## src/rtl/seven_seg_pkg.sv

```systemverilog
// Shared types and constants for the four-digit seven-segment scan controller.
package seven_seg_pkg;

    localparam int NUM_DIGITS = 4;
    localparam int BCD_W      = 4;

    typedef enum logic [1:0] {
        IDLE  = 2'd0,
        SHIFT = 2'd1,
        LATCH = 2'd2
    } state_e;

    localparam logic [NUM_DIGITS-1:0] ANODE_TABLE [NUM_DIGITS] = '{4'b0001, 4'b0010, 4'b0100, 4'b1000};

    // Double-dabble correction: a nibble of 5 or more would overflow past 9 after doubling.
    function automatic logic [BCD_W-1:0] dd_adjust(input logic [BCD_W-1:0] nib);
        return (nib >= 4'd5) ? nib + 4'd3 : nib;
    endfunction

endpackage

```

## src/rtl/bcd_to_seven_segment_decoder.sv

```systemverilog
// BCD digit to active-high segments, bit order {g,f,e,d,c,b,a}; non-decimal codes are dark.
module bcd_to_seven_segment_decoder (
    input  logic [3:0] bcd,
    output logic [6:0] segment
);

    // Segment lookup for the decimal digits.
    always_comb begin
        case (bcd)
            4'd0:    segment = 7'h3F;
            4'd1:    segment = 7'h06;
            4'd2:    segment = 7'h5B;
            4'd3:    segment = 7'h4F;
            4'd4:    segment = 7'h66;
            4'd5:    segment = 7'h6D;
            4'd6:    segment = 7'h7D;
            4'd7:    segment = 7'h07;
            4'd8:    segment = 7'h7F;
            4'd9:    segment = 7'h6F;
            default: segment = 7'h00;
        endcase
    end

endmodule

```

## src/rtl/seven_segment_scan_controller.sv

```systemverilog
// Binary-to-BCD conversion by iterative double-dabble, then time-multiplexed display of four
// digits through a single shared segment decoder.
module seven_segment_scan_controller
    import seven_seg_pkg::*;
#(
    parameter int WIDTH            = 10,
    parameter int SCAN_DIV         = 50000,
    parameter bit ANODE_ACTIVE_LOW = 1'b1
) (
    input  logic             clk,
    input  logic             rst_n,
    input  logic             value_valid,
    input  logic [WIDTH-1:0] value,
    output logic             value_ready,
    output logic             busy,
    input  logic             blank_zeros,
    output logic [6:0]       segment,
    output logic [3:0]       anode
);

    localparam int CNT_W  = $clog2(WIDTH + 1);
    localparam int SCAN_W = $clog2(SCAN_DIV);

    state_e                             state_q, state_d;
    logic [WIDTH-1:0]                   shift_q, shift_d;
    logic [NUM_DIGITS*BCD_W-1:0]        bcd_q, bcd_d;
    logic [CNT_W-1:0]                   bitcnt_q, bitcnt_d;
    logic [NUM_DIGITS-1:0][BCD_W-1:0]   digits_q, digits_d;
    logic [SCAN_W-1:0]                  scan_cnt_q, scan_cnt_d;
    logic [1:0]                         scan_idx_q, scan_idx_d;

    logic [NUM_DIGITS*BCD_W-1:0]        adj_s;
    logic [NUM_DIGITS*BCD_W+WIDTH-1:0]  dd_s;
    logic [NUM_DIGITS-1:0]              lead_zero_s;
    logic                               blank_s;
    logic [NUM_DIGITS-1:0]              onehot_s;

    // State and datapath registers.
    always_ff @(posedge clk or negedge rst_n) begin
        if (!rst_n) begin
            state_q    <= IDLE;
            shift_q    <= '0;
            bcd_q      <= '0;
            bitcnt_q   <= '0;
            digits_q   <= '0;
            scan_cnt_q <= '0;
            scan_idx_q <= 2'd0;
        end else begin
            state_q    <= state_d;
            shift_q    <= shift_d;
            bcd_q      <= bcd_d;
            bitcnt_q   <= bitcnt_d;
            digits_q   <= digits_d;
            scan_cnt_q <= scan_cnt_d;
            scan_idx_q <= scan_idx_d;
        end
    end

    // Conversion FSM: load on handshake, shift WIDTH times, then publish the digits.
    always_comb begin
        state_d  = state_q;
        shift_d  = shift_q;
        bcd_d    = bcd_q;
        bitcnt_d = bitcnt_q;
        digits_d = digits_q;
        for (int k = 0; k < NUM_DIGITS; k++) begin
            adj_s[k*BCD_W +: BCD_W] = dd_adjust(bcd_q[k*BCD_W +: BCD_W]);
        end
        dd_s = {adj_s, shift_q} << 1;
        case (state_q)
            IDLE: begin
                if (value_valid) begin
                    shift_d  = value;
                    bcd_d    = '0;
                    bitcnt_d = '0;
                    state_d  = SHIFT;
                end else begin
                    state_d  = IDLE;
                end
            end
            SHIFT: begin
                {bcd_d, shift_d} = dd_s;
                bitcnt_d         = bitcnt_q + CNT_W'(1);
                if (bitcnt_q == CNT_W'(WIDTH - 1)) begin
                    state_d = LATCH;
                end else begin
                    state_d = SHIFT;
                end
            end
            LATCH: begin
                digits_d = bcd_q;
                state_d  = IDLE;
            end
            default: begin
                state_d = IDLE;
            end
        endcase
    end

    // Free-running scan timer, independent of the conversion.
    always_comb begin
        if (scan_cnt_q == SCAN_W'(SCAN_DIV - 1)) begin
            scan_cnt_d = '0;
            scan_idx_d = scan_idx_q + 2'd1;
        end else begin
            scan_cnt_d = scan_cnt_q + SCAN_W'(1);
            scan_idx_d = scan_idx_q;
        end
    end

    // Leading-zero blanking and anode drive; the units digit always lights.
    always_comb begin
        lead_zero_s[NUM_DIGITS-1] = (digits_q[NUM_DIGITS-1] == 4'd0);
        for (int k = NUM_DIGITS - 2; k >= 0; k--) begin
            lead_zero_s[k] = lead_zero_s[k+1] & (digits_q[k] == 4'd0);
        end
        blank_s = blank_zeros & lead_zero_s[scan_idx_q] & (scan_idx_q != 2'd0);
        if (blank_s) begin
            onehot_s = 4'b0000;
        end else begin
            onehot_s = ANODE_TABLE[scan_idx_q];
        end
        if (ANODE_ACTIVE_LOW) begin
            anode = ~onehot_s;
        end else begin
            anode = onehot_s;
        end
    end

    assign value_ready = (state_q == IDLE);
    assign busy        = (state_q == SHIFT) || (state_q == LATCH);

    bcd_to_seven_segment_decoder u_dec (
        .bcd     (digits_q[scan_idx_q]),
        .segment (segment)
    );

endmodule

```

## config.mk

```make
export PLATFORM = sky130hd
export DESIGN_NAME = seven_segment_scan_controller
export DESIGN_NICKNAME = d
export VERILOG_FILES = /design/src/rtl/seven_seg_pkg.sv /design/src/rtl/bcd_to_seven_segment_decoder.sv /design/src/rtl/seven_segment_scan_controller.sv
export SDC_FILE = /design/constraint.sdc
export NUM_CORES = 1
export LEC_CHECK = 0
export ABC_AREA = 1
export ABC_CLOCK_PERIOD_IN_PS = 4900
export BUFFER_PORTS_ARGS = -buffer_cell sky130_fd_sc_hd__buf_2
export CORE_ASPECT_RATIO = 0.7
export CORE_MARGIN = 5
export CORE_UTILIZATION = 40
export DETAILED_ROUTE_END_ITERATION = 12
export PLACE_DENSITY = 0.66
export SLEW_MARGIN = 20
export SYNTH_ARGS = -nofsm -noshare
export SYNTH_HDL_FRONTEND = slang
export SYNTH_SLANG_ARGS = --single-unit
```

## constraint.sdc

```tcl
create_clock -name clk -period 4.9 [get_ports clk]
set_clock_uncertainty 0.05 [all_clocks]
set_input_delay 0.49 -clock clk [delete_from_list [all_inputs] [get_ports clk]]
set_output_delay 0.49 -clock clk [all_outputs]
set_load 0.01 [all_outputs]
```

==> impl_metrics.xml <==
<?xml version="1.0" encoding="UTF-8"?>
<metrics>
  <group name="outcome">
    <metric name="status" unit="">finished clean</metric>
  </group>
  <group name="flow_run">
    <metric name="maxCapViolCount" unit="">0</metric>
  </group>
  <group name="setup_path">
    <metric name="worst_path_dominant_cell_family" unit="">flip-flops</metric>
    <metric name="critical_path_buf_inv_count" unit="">3</metric>
    <metric name="endpoint_kind" unit="">primary output</metric>
    <metric name="path_max_fanout" unit="">15</metric>
    <metric name="critical_path.cell_chain" unit="">inv_2, nand2_1, a32oi_1, inv_1, ha_1, nand3_1, nand2_1, nand2_1, nand2_1, buf_2</metric>
    <metric name="timing.rr.start" unit="">state_q[1]</metric>
    <metric name="reg2regPathDepth" unit="">9</metric>
    <metric name="slowest_delay" unit="ns">0.54</metric>
    <metric name="critical_register_to_register_path_endpoint" unit="">bitcnt_q[2]</metric>
    <metric name="worstPathRequired" unit="ns">4.36</metric>
    <metric name="critical_path.most_common_cell" unit="">sky130_fd_sc_hd__nand2_1</metric>
    <metric name="critical_path_class" unit="">reg2out</metric>
    <metric name="r2r_setup_slack" unit="ns">2.71</metric>
    <metric name="cp_slowest_cell" unit="">sky130_fd_sc_hd__dfrtp_1</metric>
    <metric name="critPathArrivalTime" unit="ns">2.38</metric>
    <metric name="cp-start-kind" unit="">flop</metric>
  </group>
  <group name="timing">
    <metric name="rel_slew_slack" unit="">0.3782</metric>
    <metric name="grt_setup_unrepaired" unit="">false</metric>
    <metric name="drv_slew" unit="">0</metric>
    <metric name="finalSetupTns" unit="ns">0</metric>
    <metric name="fmaxAchievable" unit="GHz">0.3427</metric>
    <metric name="shortest_period_the_worst_path_allows" unit="ns">2.918</metric>
    <metric name="worst-slew-pin-transition" unit="ns">0.9326</metric>
    <metric name="whs" unit="ns">0.2222</metric>
    <metric name="hold_fails_final_rpt" unit="">0</metric>
    <metric name="setup-violations-final" unit="">0</metric>
    <metric name="finalCritPeriodShare" unit="">0.5955</metric>
  </group>
  <group name="global_route">
    <metric name="grt_start_max_net_pins" unit="">38</metric>
    <metric name="globalRouteOverflowTotal" unit="">0</metric>
    <metric name="grt_pass1_wl" unit="µm">13520</metric>
    <metric name="grt_antenna_before_repair" unit="">0</metric>
    <metric name="gr-usage-all-layers" unit="">0.1438</metric>
    <metric name="first_global_vias" unit="">2884</metric>
  </group>
  <group name="cts">
    <metric name="cts_resized" unit="">0</metric>
    <metric name="cts_buffers" unit="">9</metric>
    <metric name="clock_sink_count" unit="">66</metric>
    <metric name="post_cts_hold_buffer_count" unit="">0</metric>
    <metric name="clock_insertion_delay_worst_skew" unit="ns">0.33</metric>
    <metric name="path_clk_slew" unit="ns">0.05</metric>
    <metric name="cts_root_buffer" unit="">sky130_fd_sc_hd__clkbuf_16</metric>
    <metric name="htree_levels" unit="">3</metric>
    <metric name="cts-root-to-sink-buffers" unit="">2</metric>
    <metric name="clock_tree_from_tritoncts" unit="">yes</metric>
    <metric name="cts_setup_buffers" unit="">0</metric>
  </group>
  <group name="routing">
    <metric name="via_per_inst" unit="">4.832</metric>
    <metric name="drc_viols" unit="">0</metric>
    <metric name="detail_route.wl_per_cell" unit="µm">12.00</metric>
    <metric name="antenna_violating_nets_post_route" unit="">0</metric>
    <metric name="detail_route.iter0.violations" unit="">230</metric>
    <metric name="postRouteWirelength" unit="µm">7635</metric>
    <metric name="dr_total_vias" unit="">3073</metric>
    <metric name="drt_pre_antenna_iters" unit="">5</metric>
  </group>
  <group name="floorplan">
    <metric name="core_area" unit="mm²">0.009107</metric>
    <metric name="io_pins" unit="">27</metric>
    <metric name="die_area" unit="mm²">0.01149</metric>
    <metric name="fp.dieH" unit="µm">91.19</metric>
    <metric name="initial_core_util" unit="">0.4135</metric>
    <metric name="die_w" unit="µm">126.0</metric>
    <metric name="placementRows" unit="">29</metric>
  </group>
  <group name="logic_synthesis">
    <metric name="muxShareOfSynthArea" unit="">0</metric>
    <metric name="yosysSeqAreaShare" unit="">0.4385</metric>
    <metric name="yosys_synthesis_warning_count" unit="">0</metric>
    <metric name="syn_inst" unit="">479</metric>
    <metric name="netlist.top_cell.by_area" unit="">sky130_fd_sc_hd__dfrtp_1</metric>
    <metric name="syn_nets" unit="">518</metric>
    <metric name="synth-simple-area-share" unit="">0.2784</metric>
    <metric name="synth_cell_types" unit="">30</metric>
    <metric name="postSynthRegisterBits" unit="">66</metric>
    <metric name="synth_xor_area_frac" unit="">0.03256</metric>
    <metric name="postSynthAreaPerCell" unit="µm²">7.862</metric>
    <metric name="synthTopCellsByArea" unit="">sky130_fd_sc_hd__dfrtp_1, sky130_fd_sc_hd__nand2_1, sky130_fd_sc_hd__ha_1</metric>
    <metric name="synthesis.area" unit="mm²">0.003766</metric>
    <metric name="synth_top_family_by_area" unit="">simple AND/OR/NAND/NOR gates</metric>
    <metric name="adder_cell_fraction_of_synth_area" unit="">0.08306</metric>
    <metric name="synth_compound_gate_area_share" unit="">0.09468</metric>
    <metric name="yosysTopAreaCellShare" unit="">0.4385</metric>
  </group>
  <group name="worst_hold_path">
    <metric name="timing.hold.worst.class" unit="">in2async</metric>
  </group>
  <group name="place">
    <metric name="detailed_place_hpwl" unit="µm">5496</metric>
    <metric name="placed_cell_area" unit="mm²">0.003998</metric>
    <metric name="portBuffers" unit="">26</metric>
    <metric name="finalWeightedCongestion" unit="">0.8726</metric>
  </group>
  <group name="layout">
    <metric name="area_delta_synth_final" unit="%">13.19</metric>
    <metric name="layout.cell_area.non_filler" unit="mm²">0.004263</metric>
    <metric name="layout.nets" unit="">546</metric>
    <metric name="antenna-diode-count" unit="">0</metric>
    <metric name="final_layout_size_suffix_gt1_frac" unit="">0.1035</metric>
  </group>
  <group name="pwr">
    <metric name="power_leakage" unit="nW">2.116</metric>
    <metric name="ir_worst_vdd" unit="mV">0.3620</metric>
    <metric name="power.density_cell_area" unit="mW/mm²">573.7</metric>
  </group>
</metrics>
==> cell families after synthesis <==
group	Yosys count
buffers and inverters	66
DFF	66
xor gates and xnor gates	14
AOI/OAI and AO/OA	63
adders and majority gates	25
and+or+nand+nor	245
==> worst max path at each step <==
| stage | startpoint | to | slack, ns | cells after the start |
|---|---|---|---|---|
| floorplan | scan_idx_q[1] | segment[3] | 2.75 | 9 |
| global placement | scan_idx_q[0] | segment[3] | 2.44 | 10 |
| detailed placement | scan_idx_q[0] | segment[3] | 2.37 | 10 |
| CTS | scan_idx_q[0] | segment[3] | 1.99 | 10 |
| global route | scan_idx_q[0] | segment[3] | 1.85 | 10 |
| finish | scan_idx_q[0] | segment[3] | 1.98 | 10 |
==> cells in the final DEF (no fill, tap or decap), types with 4 or more instances in the layout <==
cell / count
sky130_fd_sc_hd__a21oi_1: 12
sky130_fd_sc_hd__a31oi_1: 9
sky130_fd_sc_hd__buf_2: 26
sky130_fd_sc_hd__clkbuf_16: 9
sky130_fd_sc_hd__dfrtp_1: 66
sky130_fd_sc_hd__ha_1: 25
sky130_fd_sc_hd__inv_1: 52
sky130_fd_sc_hd__nand2_1: 148
sky130_fd_sc_hd__nand3_1: 27
sky130_fd_sc_hd__nand4_1: 4
sky130_fd_sc_hd__nor2_1: 53
sky130_fd_sc_hd__o21ai_0: 32
sky130_fd_sc_hd__xor2_1: 13
==> cell usage after synthesis <==
library cell	instances
sky130_fd_sc_hd__inv_4	1
sky130_fd_sc_hd__a32oi_1	1
sky130_fd_sc_hd__buf_6	2
sky130_fd_sc_hd__nor2_1	53
sky130_fd_sc_hd__nand4_1	4
sky130_fd_sc_hd__a31oi_1	9
sky130_fd_sc_hd__inv_2	3
sky130_fd_sc_hd__inv_1	52
sky130_fd_sc_hd__o21ai_0	32
sky130_fd_sc_hd__o22ai_1	1
sky130_fd_sc_hd__o22ai_2	2
sky130_fd_sc_hd__o21bai_1	2
sky130_fd_sc_hd__nor3_1	3
sky130_fd_sc_hd__dfrtp_1	66
sky130_fd_sc_hd__nor2_8	2
sky130_fd_sc_hd__buf_4	2
sky130_fd_sc_hd__xnor2_1	1
sky130_fd_sc_hd__nor2_4	3
sky130_fd_sc_hd__o21ai_1	2
sky130_fd_sc_hd__nand2_1	148
sky130_fd_sc_hd__buf_2	1
sky130_fd_sc_hd__nand3_2	1
sky130_fd_sc_hd__nand3_1	27
sky130_fd_sc_hd__nand4_2	1
sky130_fd_sc_hd__nand3b_1	3
sky130_fd_sc_hd__xor2_1	13
sky130_fd_sc_hd__clkbuf_1	5
sky130_fd_sc_hd__a21oi_1	12
sky130_fd_sc_hd__o211ai_1	2
sky130_fd_sc_hd__ha_1	25
==> metal layers <==
metal	share of wire	vias up	GRT usage	routed length, µm
met1	0.51	1406	0.2071	3927
met5	0	-	0	0
met4	0.012	0	0.04643	90
met2	0.41	73	0.2031	3134
met3	0.063	8	0.04809	483
li1	-	1586	-	-
==> flip-flops by register name, summed over array words and instances (netlist names) <==
| signal | flops |
|---|---|
| bitcnt_q | 4 |
| digits_q | 16 |
| shift_q | 10 |
| bcd_q | 16 |
| scan_idx_q | 2 |
| scan_cnt_q | 16 |
| state_q | 2 |
==> power breakdown <==
group	internal, mW	leakage [nW]	switching [mW]	total [mW]
clock network	0.353	0.133	0.223	0.577
logic	0.361	1.16	0.653	1.01
registers	0.722	0.823	0.133	0.855
==> cell type report <==
type / instances / area [µm²]
timing repair buffer: 27 / 137.6
inverter: 56 / 212.7
fill: 901 / 4845
tap: 124 / 155.1
clock inverter: 3 / 15.01
multi-input combinational: 347 / 1841
sequential: 66 / 1652
clock buffer: 13 / 250.2
==> metrics by stage <==
| step | total power [mW] | instances | worst slack, ns | utilization |
|---|---|---|---|---|
| after CTS | 2.479 | 636 | 1.987 | 0.4681 |
| after floorplan | 1.652 | 479 | 2.753 | - |
| after global routing | 2.679 | 636 | 1.851 | 0.4681 |
| final | 2.446 | 636 | 1.982 | 0.4681 |
| after detailed placement | 1.889 | 620 | 2.367 | 0.4389 |
| after global placement | 1.850 | 620 | 2.445 | 0.4389 |
Note: power is estimated with default switching activity, not from simulation.
